File: config.mk
export PLATFORM = sky130hd
export DESIGN_NAME = instruction_fetch
export DESIGN_NICKNAME = d
export VERILOG_FILES = /design/src/rtl/instruction_fetch_pkg.sv /design/src/rtl/instruction_fetch_if_id_reg.sv /design/src/rtl/instruction_fetch.sv
export SDC_FILE = /design/constraint.sdc
export NUM_CORES = 1
export LEC_CHECK = 0
export BUFFER_PORTS_ARGS = -buffer_cell sky130_fd_sc_hd__buf_2
export CAP_MARGIN = 25
export CORE_MARGIN = 5
export CORE_UTILIZATION = 50
export DETAILED_ROUTE_END_ITERATION = 6
export PLACE_DENSITY = 0.76
export RECOVER_POWER = 100
export REMOVE_ABC_BUFFERS = 1
export SYNTH_ARGS = -nofsm -noshare
export SYNTH_HDL_FRONTEND = slang
export SYNTH_SLANG_ARGS = --single-unit
File: constraint.sdc
create_clock -name CLK -period 2.4 [get_ports CLK]
set_input_delay 0.36 -clock CLK [delete_from_list [all_inputs] [get_ports CLK]]
set_output_delay 0.36 -clock CLK [all_outputs]
set_load 0.02 [all_outputs]
File: src/rtl/instruction_fetch_pkg.sv
// rtl/instruction_fetch_pkg.sv - shared fetch-stage types, special instruction words and address helpers
package instruction_fetch_pkg;

  typedef enum logic [1:0] {
    RUN    = 2'd0,
    DRAIN  = 2'd1,
    HALTED = 2'd2
  } fetch_state_t;

  localparam logic [31:0] HALT_WORD = 32'hFFFF_FFFF;
  localparam logic [31:0] NOP_WORD  = 32'h0000_0000;

  function automatic logic [31:0] word_align(input logic [31:0] addr);
    return addr & 32'hFFFF_FFFC;
  endfunction

  // Instruction RAM is word addressed; the byte PC is always word aligned.
  function automatic logic [31:0] fetch_index(input logic [31:0] pc);
    return pc >> 2;
  endfunction

endpackage

File: src/rtl/instruction_fetch_if_id_reg.sv
// rtl/instruction_fetch_if_id_reg.sv - IF/ID pipeline register with squash, hold and load
// Priority is squash over hold over load; squash clears only the valid bit.
module if_id_reg
  import instruction_fetch_pkg::*;
(
  input  logic        clk,
  input  logic        rst_n,
  input  logic        squash,
  input  logic        hold,
  input  logic        load,
  input  logic [31:0] load_instr,
  input  logic [31:0] load_pc4,
  output logic [31:0] instr,
  output logic [31:0] pc4,
  output logic        valid
);

  always_ff @(posedge clk or negedge rst_n) begin
    if (!rst_n) begin
      instr <= NOP_WORD;
      pc4   <= 32'h0000_0000;
      valid <= 1'b0;
    end else if (squash) begin
      valid <= 1'b0;
    end else if (load && !hold) begin
      instr <= load_instr;
      pc4   <= load_pc4;
      valid <= 1'b1;
    end
  end

endmodule

File: src/rtl/instruction_fetch.sv
// rtl/instruction_fetch.sv - PC, RUN/DRAIN/HALTED control and IF/ID register of the fetch stage
// Define IFETCH_PERF_CNT_EN to add the FETCH_COUNT output counting IF/ID loads.
module instruction_fetch
  import instruction_fetch_pkg::*;
#(
  parameter logic [31:0] RESET_PC     = 32'h0000_0000,
  parameter int          DRAIN_CYCLES = 4
) (
  input  logic        CLK,
  input  logic        RESET_N,
  input  logic        STALL,
  input  logic        REDIRECT_VALID,
  input  logic [31:0] REDIRECT_TARGET,
  input  logic [31:0] DATA,
  output logic [31:0] FETCH_ADDRESS,
  output logic        stop,
  output logic [31:0] IF_INSTR,
  output logic [31:0] IF_PC4,
  output logic        IF_VALID,
`ifdef IFETCH_PERF_CNT_EN
  output logic        CPU_HALTED,
  output logic [31:0] FETCH_COUNT
`else
  output logic        CPU_HALTED
`endif
);

  localparam int CNT_W = (DRAIN_CYCLES > 2) ? $clog2(DRAIN_CYCLES) : 1;
  localparam logic [CNT_W-1:0] DRAIN_LAST = CNT_W'((DRAIN_CYCLES > 1) ? DRAIN_CYCLES - 1 : 0);

  fetch_state_t     state;
  logic [31:0]      pc;
  logic [31:0]      pc_plus4;
  logic [31:0]      redirect_pc;
  logic [CNT_W-1:0] drain_cnt;
  logic             is_halt_word;
  logic             ifid_squash;
  logic             ifid_load;

  always_comb begin
    pc_plus4     = pc + 32'd4;
    redirect_pc  = word_align(REDIRECT_TARGET);
    is_halt_word = (DATA == HALT_WORD);
    // Outside RUN the slot is always emptied; in RUN a stall only wins over a halt word.
    ifid_squash  = (state != RUN) || REDIRECT_VALID || (!STALL && is_halt_word);
    ifid_load    = (state == RUN) && !REDIRECT_VALID && !STALL && !is_halt_word;
  end

  assign FETCH_ADDRESS = fetch_index(pc);

  always_ff @(posedge CLK or negedge RESET_N) begin
    if (!RESET_N) begin
      state      <= RUN;
      pc         <= word_align(RESET_PC);
      drain_cnt  <= '0;
      stop       <= 1'b0;
      CPU_HALTED <= 1'b0;
    end else begin
      case (state)
        RUN: begin
          if (REDIRECT_VALID) begin
            pc <= redirect_pc;
          end else if (!STALL) begin
            if (is_halt_word) begin
              state     <= DRAIN;
              drain_cnt <= '0;
              stop      <= 1'b1;
            end else begin
              pc <= pc_plus4;
            end
          end
        end
        DRAIN: begin
          // A redirect means the halt word was fetched down a mispredicted path.
          if (REDIRECT_VALID) begin
            state     <= RUN;
            pc        <= redirect_pc;
            drain_cnt <= '0;
            stop      <= 1'b0;
          end else if (drain_cnt == DRAIN_LAST) begin
            state      <= HALTED;
            CPU_HALTED <= 1'b1;
          end else begin
            drain_cnt <= drain_cnt + 1'b1;
          end
        end
        HALTED: begin
          stop       <= 1'b1;
          CPU_HALTED <= 1'b1;
        end
        default: begin
          state      <= HALTED;
          stop       <= 1'b1;
          CPU_HALTED <= 1'b1;
        end
      endcase
    end
  end

  if_id_reg u_if_id (
    .clk        (CLK),
    .rst_n      (RESET_N),
    .squash     (ifid_squash),
    .hold       (STALL),
    .load       (ifid_load),
    .load_instr (DATA),
    .load_pc4   (pc_plus4),
    .instr      (IF_INSTR),
    .pc4        (IF_PC4),
    .valid      (IF_VALID)
  );

`ifdef IFETCH_PERF_CNT_EN
  always_ff @(posedge CLK or negedge RESET_N) begin
    if (!RESET_N) begin
      FETCH_COUNT <= 32'h0000_0000;
    end else if (ifid_load) begin
      FETCH_COUNT <= FETCH_COUNT + 32'd1;
    end
  end
`endif

endmodule

# After elaboration in Yosys (flattened, before gate mapping)
# Cells that the tools add are included.
# word_totals
output_inout_bits	99
mem_bits_ro	0
regBits	103
latch_bits	0
in_bits	68
mem_count	0
ram_bits	0
wordCells	74
# op_classes
n_eq_ne	14
multipliers	0
add_sub_neg	2
muxes	27
order_cmp	0
reduce_logical	20
bitwise	3
div	0
shift	0
# ops
cell	count
two-way mux 32 bit	4
one-hot mux 32 bit (2 select lines)	1
adder 32 x 3 -> 32 bit (second input constant)	1
== test 32 bit (second input constant)	1
two-way mux 2 bit	10
!= test 2 bit (second input constant)	6
!= test 3 bit (second input constant)	4
AND reduction 5 bit	2
two-way mux 1 bit	8
AND reduction 4 bit	2
one-hot mux 2 bit (3 select lines)	1
nonzero test 2 bit	3
logical AND 1 bit	5
== test 2 bit (second input constant)	2
one-hot mux 1 bit (2 select lines)	2
one-hot mux 2 bit (2 select lines)	1
logical NOT 1 bit	3
NOT 1 bit	3
AND reduction 3 bit	1
adder 2 x 1 -> 2 bit (second input constant)	1
== test 2 x 1 -> 1 bit (second input constant)	1
logical NOT 2 bit	1
logical OR 1 bit	2
AND reduction 2 bit	1

# Logic depth before layout (Yosys ltp)
# Gate-level depths: netlist (run 1).
# depth
depth_word	7
mapped_depth	8

# Modules after synthesis
# Synthesis (run 1) repeated with hierarchy kept, for this count alone.
# hier_totals
hier_cells	476
hier_area_um2	5600.4
# by_module_without_submodules
module	seq_area_each_um2	cells_per_inst	n_inst	area_per_inst_um2
instruction_fetch	900.9	336	1	2869.0
if_id_reg	1626.6	140	1	2731.4

# Worst setup path after synthesis (run 1)
# Ideal clock, no wire load.
# synth_timing
kind	flip-flop to flip-flop
from	register pc[2]
to	register u_if_id.pc4[24]
n_path_buf	0
arrival_time_ns	1.680
path_slack_ns	0.583
path_stages_with_launch	8
path_cell_list	dfrtp_1 ha_1 and3_1 nand3_1 nor2_4 and4_1 xnor2_1 a21oi_1
# synth_between
elab_chain_len	1
# synth_rtl
item	line_no	source
start: declaration	instruction_fetch.sv:32	logic [31:0] pc;
start signal: assignment	instruction_fetch.sv:54	pc <= word_align(RESET_PC);
start signal: assignment	instruction_fetch.sv:62	pc <= redirect_pc;
start signal: assignment	instruction_fetch.sv:69	pc <= pc_plus4;
adder 32 x 3 -> 32 bit	instruction_fetch.sv:41	pc_plus4 = pc + 32'd4;
end signal: assignment	instruction_fetch_if_id_reg.sv:27	pc4 <= load_pc4;
end: declaration	instruction_fetch_if_id_reg.sv:14	output logic [31:0] pc4,
# No other way between the ends.
# A chain may end at the register's enable or synchronous reset.

# Worst setup path in the final report (run 1)
# layout_timing
from	input DATA[29]
to	register u_if_id.pc4[24]
# layout_between
elab_chain_len	5
# layout_rtl
item	line_no	source
start: declaration	instruction_fetch.sv:14	input logic [31:0] DATA,
== test 32 bit (*)	instruction_fetch.sv:43	is_halt_word = (DATA == HALT_WORD);
logical NOT 1 bit / logical AND 1 bit (equally long branches)	instruction_fetch.sv:46, instruction_fetch.sv:45	
logical AND 1 bit / logical OR 1 bit (equally long branches)	instruction_fetch.sv:46, instruction_fetch.sv:45	
logical AND 1 bit / NOT 1 bit (equally long branches)	--	
AND reduction 2 bit (no source line) (*)	--	
# Mark *: on every way between the ends. The rest lies on a longest branch, timed or not.

==> metrics.log, run 1 <==
INFO  metric remaining_number_of_nets_flagged_by_the_antenna_check_after_routing = 0
INFO  metric wl_per_cell = ~17 um
INFO  metric max_cap_violations = 0
INFO  metric rsz0062_at_grt = no
INFO  metric floorplan.initialDensity = roughly half
INFO  metric drive_gt1_share = 16.7%
INFO  metric most_used_flip_flop_cell_after_synthesis = sky130_fd_sc_hd__dfrtp_1
INFO  metric num-fill-cells = approximately 900
INFO  metric timing.clock.skew = 0.0140 ns
INFO  metric post_synth_main_area_contributors = sky130_fd_sc_hd__dfrtp_1, sky130_fd_sc_hd__mux2_4, sky130_fd_sc_hd__a21oi_1
INFO  metric remaining_drc_errors = 0
INFO  metric cp-startpoint = DATA[29]
INFO  metric worst_hold_path_type = in2reg
INFO  metric wl = 12800 um
INFO  metric fin_crit = 2.14 ns
INFO  metric global_route_wire_length_before_repair = 20400 um
INFO  metric post_synth_instance_area = 4930 um^2
INFO  metric cts_tree = built
INFO  metric clock_sink_count = between 90 and 100
INFO  metric synth.lib_cells_used.distinct = 47
INFO  metric clock-root-buffer = sky130_fd_sc_hd__clkbuf_8
INFO  metric setup.worst_path.end_class = register
INFO  metric h_tree_depth = 3
INFO  metric setup_violations = 0
INFO  metric slew-limit-headroom = roughly 44%
INFO  metric maxSlewViolCount = 0
INFO  metric die_y = 109 um
INFO  metric seq_area_frac_synth = 50.2%
INFO  metric hold_path.startpoint = DATA[27]
INFO  metric detail_route.vias_per_cell = about 5.5
INFO  metric critPathKind = in2reg
INFO  metric routed-via-count = 4178
INFO  metric design.final.nets = approximately 700
INFO  metric firstDrtPassIters = 4
INFO  metric syn_to_final_growth = 18.0%
INFO  metric most_frequently_used_cell_type_in_the_post_synthesis_netlist = sky130_fd_sc_hd__dfrtp_1
INFO  metric max_clock_freq = between 0.4 and 0.5 GHz
INFO  metric num_antenna_cells = 0
INFO  metric tns = 0 ns
INFO  metric overflow_left_after_global_routing = 0
INFO  metric maximum_number_of_pins_on_one_net_before_global_route_repair = 41
INFO  metric cts_inserted_buffers = 9
INFO  metric power_leakage = about 2.4 nW
INFO  metric grt_pass1_vias = ~4100
INFO  metric worst_ep_arrival_time = roughly 2.4 ns
INFO  metric pin_count = ~170
INFO  metric design.die.area = approximately 12000 um^2
INFO  metric syn_avg_cell_area = ~11 um^2
INFO  metric ir_worst_vdd = between 0.3 and 0.4 mV
INFO  metric critPathLaunchType = input pin
INFO  metric globalplace.congestion = between 0.8 and 0.9
INFO  metric drt_first_iter_violations = ~230
INFO  metric synthArstFlopShare = 100%
INFO  metric clk_pin_slew = about 0.10 ns
INFO  metric cts_hold_buffers = 1
INFO  metric ys_warn_count = 0
INFO  metric die_outline_width = 109 um
INFO  metric final_power = between 4 and 5 mW
INFO  metric crit-reg2reg-launch = pc[4]$_DFFE_PN0P_
INFO  metric post-route-period-util = 89.3%
INFO  metric cts_max_path_buffers = 2
INFO  metric flip_flop_and_latch_count_after_synthesis = between 90 and 100
INFO  metric worstSkewPairLatency = 0.36 ns
INFO  metric number_of_antenna_violations_at_the_first_check_in_global_routing = 2
INFO  metric post-dp-hpwl = between 9000 and 10000 um
INFO  metric p_per_area = 755 nW/um^2
INFO  metric port_buffers = 160
INFO  metric run_status = completed
INFO  metric core_region_area = between 9000 and 10000 um^2
INFO  metric placement_rows = 36
INFO  metric cts_setup_buffers = 0
INFO  metric synth_enable_flop_cells = 0
INFO  metric critical_path_required = between 2 and 3 ns
INFO  metric cts_resized = 0
INFO  metric synthDominantAreaCellType = sky130_fd_sc_hd__dfrtp_1
INFO  metric timing_hold_violations_final = 0
INFO  metric synth_largest_type_area_fraction = 50.2%
INFO  metric post_synth_most_frequent_cells = sky130_fd_sc_hd__dfrtp_1, sky130_fd_sc_hd__a21oi_1, sky130_fd_sc_hd__nor2_1, sky130_fd_sc_hd__mux2_4, sky130_fd_sc_hd__o21ai_0
INFO  metric globalRouteTotalUtil = roughly 22%
INFO  metric postSynthCellCount = ~470
INFO  metric worst_pin_slew = ~0.84 ns
INFO  metric path_max_fanout = 34
## worst paths after layout
| path | end | cells past startpoint | slack, ns |
|---|---|---|---|
| max | u_if_id.pc4[24]$_DFFE_PN0P_ | 9 | 0.26 |
| min | u_if_id.instr[27]$_DFFE_PN0P_ | 2 | 0.23 |
| max reg2reg | pc[31]$_DFFE_PN0P_ | 6 | 0.32 |
| min reg2reg | u_if_id.instr[23]$_DFFE_PN0P_ | 1 | 0.49 |
| max in group asynchronous | u_if_id.instr[23]$_DFFE_PN0P_ | 3 | 0.52 |
| min in group asynchronous | u_if_id.instr[4]$_DFFE_PN0P_ | 2 | 0.64 |
## registers in the layout, indices dropped and copies added (netlist names)
name and cells:
pc 30, u_if_id.instr 32, u_if_id.pc4 30, stop 1, state 2, CPU_HALTED 1, drain_cnt 2, u_if_id.valid 1
## metrics by stage
| stage | hold WS, ns | worst slack (ns) | instances | area [um^2] | utilization [%] |
|---|---|---|---|---|---|
| floorplan | 0.0644 | -1.04 | 440 | 4750 | - |
| global placement | 0.337 | 0.245 | 749 | 5940 | 61.3 |
| detailed placement | 0.341 | 0.190 | 749 | 5940 | 61.3 |
| CTS | 0.233 | 0.410 | 766 | 6130 | 63.3 |
| global route | 0.224 | 0.136 | 766 | 5820 | 60.1 |
| finish | 0.232 | 0.256 | 766 | 5820 | 60.1 |
## logic make-up (layout without fill, tap and decap cells)
group	Yosys count	after routing	share of synthesized area [%]
muxes	35	35	10.4
and+or+nand+nor	134	134	13.6
other	1	4	0.0760
buffers and inverters	39	201	4.54
AOI/OAI and AO/OA	130	130	15.7
xor gates and xnor gates	28	28	4.97
adders and majority gates	2	2	0.507
DFF	99	99	50.2
## final cells by class
| type | count | area (um^2) | area share (%) |
|---|---|---|---|
| Clock inverter | 5 | 36.3 | 0.623 |
| Sequential cell | 99 | 2480 | 42.6 |
| Timing Repair Buffer | 177 | 832 | 14.3 |
| Tap cell | 133 | 166 | 2.86 |
| Inverter | 8 | 30.0 | 0.516 |
| Clock buffer | 11 | 151 | 2.60 |
| Multi-Input combinational cell | 333 | 2130 | 36.5 |
## per-layer routing
metal / up-vias / GRT usage (%) / share of wire, % / wire length, um
met2: 164 / 35.0 / 47 / 5950
li1: 1995 / - / - / -
met4: 4 / 4.99 / 0.99 / 127
met5: - / 0 / 0.27 / 34
met1: 2000 / 29.7 / 42 / 5420
met3: 15 / 5.46 / 9.6 / 1230
## where the power goes
group          switching (mW)  total [mW]  internal (mW)
Clock                   0.593        1.03          0.436
Combinational           0.785        1.20          0.419
Sequential              0.226        2.16           1.94
Total                    1.60        4.40           2.79
## cell usage in the layout, fill, tap and decap left out, drive strengths merged, types with 4 or more instances in the layout
cell type	instances
nand3	13
nor3	6
xor2	13
inv	9
o22ai	14
mux2	34
conb	4
buf	74
nand4	12
xnor2	15
a22oi	9
and3	10
nor2	55
and4	5
dfrtp	99
clkbuf	113
nand2	25
a21oi	55
a2bb2oi	11
o21ai	28
## worst max-delay path: stages
cell and delay (ns):
sky130_fd_sc_hd__clkbuf_1 0.14, sky130_fd_sc_hd__nand4_1 0.12, sky130_fd_sc_hd__nor4_1 0.45, sky130_fd_sc_hd__nand2_1 0.25, sky130_fd_sc_hd__and3_1 0.28, sky130_fd_sc_hd__buf_12 0.19, sky130_fd_sc_hd__clkbuf_1 0.29, sky130_fd_sc_hd__nor2_1 0.19
sky130_fd_sc_hd__a21oi_1 0.07
No activity file was read; power rests on OpenSTA's default activity.
==> run 2: changes to the inputs <==
==> constraint.sdc (replaced) <==
create_clock -name CLK -period 2.8 [get_ports CLK]
set_input_delay 0.42 -clock CLK [delete_from_list [all_inputs] [get_ports CLK]]
set_output_delay 0.42 -clock CLK [all_outputs]
set_load 0.02 [all_outputs]
==> run 2 against run 1 <==
  * Die area stayed put
  * Sequential power down 14%
  * Wire length shrank 0.83%
  * Non-clock buffer count fell by 10
  * Combinational power down 15%
  * First-iteration DRC count fell by 16%
  * Power down 14%
  * Critical path depth decreased by 3
  * Critical endpoint is now pc[25]$_DFFE_PN0P_
==> metrics.log, run 2 (synthesis results as in run 1) <==
INFO  metric design.die.area = between 10000 and 15000 um^2
INFO  metric multi_input_comb_area = 2130 um^2
INFO  metric largest_register_ffs = 32
INFO  metric timing.clock.skew = between 0.006 and 0.007 ns
INFO  metric clock-root-buffer = sky130_fd_sc_hd__clkbuf_8
INFO  metric slew-limit-headroom = about 23%
INFO  metric grt_pass1_vias = 4107
INFO  metric globalRouteTotalUtil = approximately 22%
INFO  metric critical_path.cell_chain = and4_1, nand4_2, nor2_1, and2_0, a31oi_1, o22a_1
INFO  metric setup_violations = 0
INFO  metric tns = 0 ns
INFO  metric setup.worst_path.end_class = register
INFO  metric run_status = completed
INFO  metric drt_first_iter_violations = ~190
INFO  metric floorplan.initialDensity = around half
INFO  metric final-seq-area = between 2000 and 2500 um^2
INFO  metric detail_route.vias_per_cell = 5.48
INFO  metric ir_worst_vdd = ~0.33 mV
INFO  metric placement_rows = 36
INFO  metric top_regs = u_if_id.instr (32), pc (30), u_if_id.pc4 (30)
INFO  metric number_of_antenna_violations_at_the_first_check_in_global_routing = 0
INFO  metric syn_to_final_growth = 17.0%
INFO  metric rsz0062_at_grt = no
INFO  metric clk_pin_slew = 0.09 ns
INFO  metric critical-path-slowest-cell = sky130_fd_sc_hd__nor2_1
INFO  metric overflow_left_after_global_routing = 0
INFO  metric path_max_fanout = 8
INFO  metric wl = ~13000 um
INFO  metric cts_resized = 0
INFO  metric cts_inserted_buffers = 9
INFO  metric routed-via-count = 4138
INFO  metric max_clock_freq = between 0.4 and 0.5 GHz
INFO  metric worstSkewPairLatency = 0.37 ns
INFO  metric power_leakage = roughly 2.4 nW
INFO  metric cts_setup_buffers = 0
INFO  metric layout.core_utilization = between 50 and 60%
INFO  metric design.final.nets = ~700
INFO  metric comb_power_share = between 20% and 30%
INFO  metric fin_crit = around 2.3 ns
INFO  metric holdWs = 0.269 ns
INFO  metric p_per_area = between 600 and 700 nW/um^2
INFO  metric power_switching_share = 35.0%
INFO  metric timing_hold_violations_final = 0
INFO  metric globalplace.congestion = 0.792
INFO  metric cts_hold_buffers = 0
INFO  metric post_layout_nonfiller_instances = about 760
INFO  metric firstDrtPassIters = 5
INFO  metric num-fill-cells = between 900 and 1000
INFO  metric post-route-period-util = between 80 and 90%
INFO  metric worst_ep_arrival_time = ~2.5 ns
INFO  metric maximum_number_of_pins_on_one_net_before_global_route_repair = between 70 and 80
INFO  metric worst_pin_slew = roughly 1.2 ns
INFO  metric layout_commonest_cell = sky130_fd_sc_hd__dfrtp_1
INFO  metric switching_power = around 1.3 mW
INFO  metric cell_internal_pwr = approximately 2.5 mW
INFO  metric critical_path_required = between 3 and 4 ns
INFO  metric remaining_number_of_nets_flagged_by_the_antenna_check_after_routing = 0
INFO  metric die_outline_width = approximately 110 um
INFO  metric die_y = between 100 and 150 um
INFO  metric core_region_area = just under 10000 um^2
INFO  metric drive_gt1_share = between 10% and 20%
INFO  metric pin_count = about 170
INFO  metric cts_max_path_buffers = 2
INFO  metric max_cap_violations = 0
INFO  metric worst_hold_path_type = in2async
INFO  metric clock_sink_count = just under 100
INFO  metric timing.critical_path.slowest_cell_delay = ~0.55 ns
INFO  metric critPathLaunchType = register
INFO  metric place.detailed.instances = 739
INFO  metric num_antenna_cells = 0
INFO  metric regMostFlops = u_if_id.instr
INFO  metric post-dp-hpwl = between 9000 and 10000 um
INFO  metric wl_per_cell = approximately 17 um
INFO  metric highest_count_cells_in_the_layout_ignoring_fill_and_taps = sky130_fd_sc_hd__dfrtp_1, sky130_fd_sc_hd__clkbuf_1, sky130_fd_sc_hd__buf_2
INFO  metric cts_tree = built
INFO  metric critPathKind = reg2reg
INFO  metric remaining_drc_errors = 0
INFO  metric port_buffers = 160
INFO  metric h_tree_depth = 3
INFO  metric global_route_wire_length_before_repair = 20100 um
INFO  metric clockPowerShare = about a quarter
INFO  metric maxSlewViolCount = 0
INFO  metric p_seq_share = about half
run 2: layer usage:
layer	GRT usage (%)	vias up	part of all wire [%]
li1	-	1968	-
met1	27.4	1988	43
met2	35.7	169	47
met3	7.22	13	9.2
met4	4.99	0	0.67
met5	0	-	0
run 2: area by class of cell:
class | count | share of cell area [%]
sequential | 99 | 42.9
clock inverter | 2 | 0.607
tap | 133 | 2.88
multi-input combinational | 333 | 36.9
inverter | 8 | 0.520
clock buffer | 13 | 2.75
timing repair buffer | 167 | 13.4
run 2: through the flow:
| step | power (mW) | setup WS [ns] | cell area (um^2) |
|---|---|---|---|
| after floorplan | 2.59 | -0.701 | 4750 |
| after global placement | 3.00 | 0.303 | 5810 |
| after detailed placement | 3.04 | 0.196 | 5810 |
| after CTS | 3.98 | 0.538 | 6010 |
| after global routing | 4.03 | 0.311 | 5770 |
| final | 3.80 | 0.532 | 5770 |
run 2: worst max-delay path, delay by kind of cell (launching register included):
kind               cells  cell delay [ns]
AOI/OAI and AO/OA      2             0.30
DFF                    1             0.47
and+or+nand+nor        4             1.38
run 2: path summary, 6_finish.rpt:
check	start	end	slack, ns	depth (start not counted)
worst max-delay path	pc[5]$_DFFE_PN0P_	pc[25]$_DFFE_PN0P_	0.53	6
max in group asynchronous	RESET_N	u_if_id.instr[17]$_DFFE_PN0P_	1.64	2
worst max register to register	pc[5]$_DFFE_PN0P_	pc[25]$_DFFE_PN0P_	0.53	6
worst min register to register	CPU_HALTED$_DFFE_PN0P_	CPU_HALTED$_DFFE_PN0P_	0.48	1
min in group CLK	DATA[24]	u_if_id.instr[24]$_DFFE_PN0P_	0.28	2
worst min-delay path	RESET_N	u_if_id.instr[3]$_DFFE_PN0P_	0.27	1
run 2: power by group through the flow:
stage                     registers, mW  logic [mW]  clock network (mW)
after floorplan                    2.15       0.441                   0
after global placement             1.86        1.14                   0
after detailed placement           1.88        1.16                   0
after CTS                          1.85        1.16               0.962
after global routing               1.89        1.11                1.02
final                              1.86        1.02               0.925
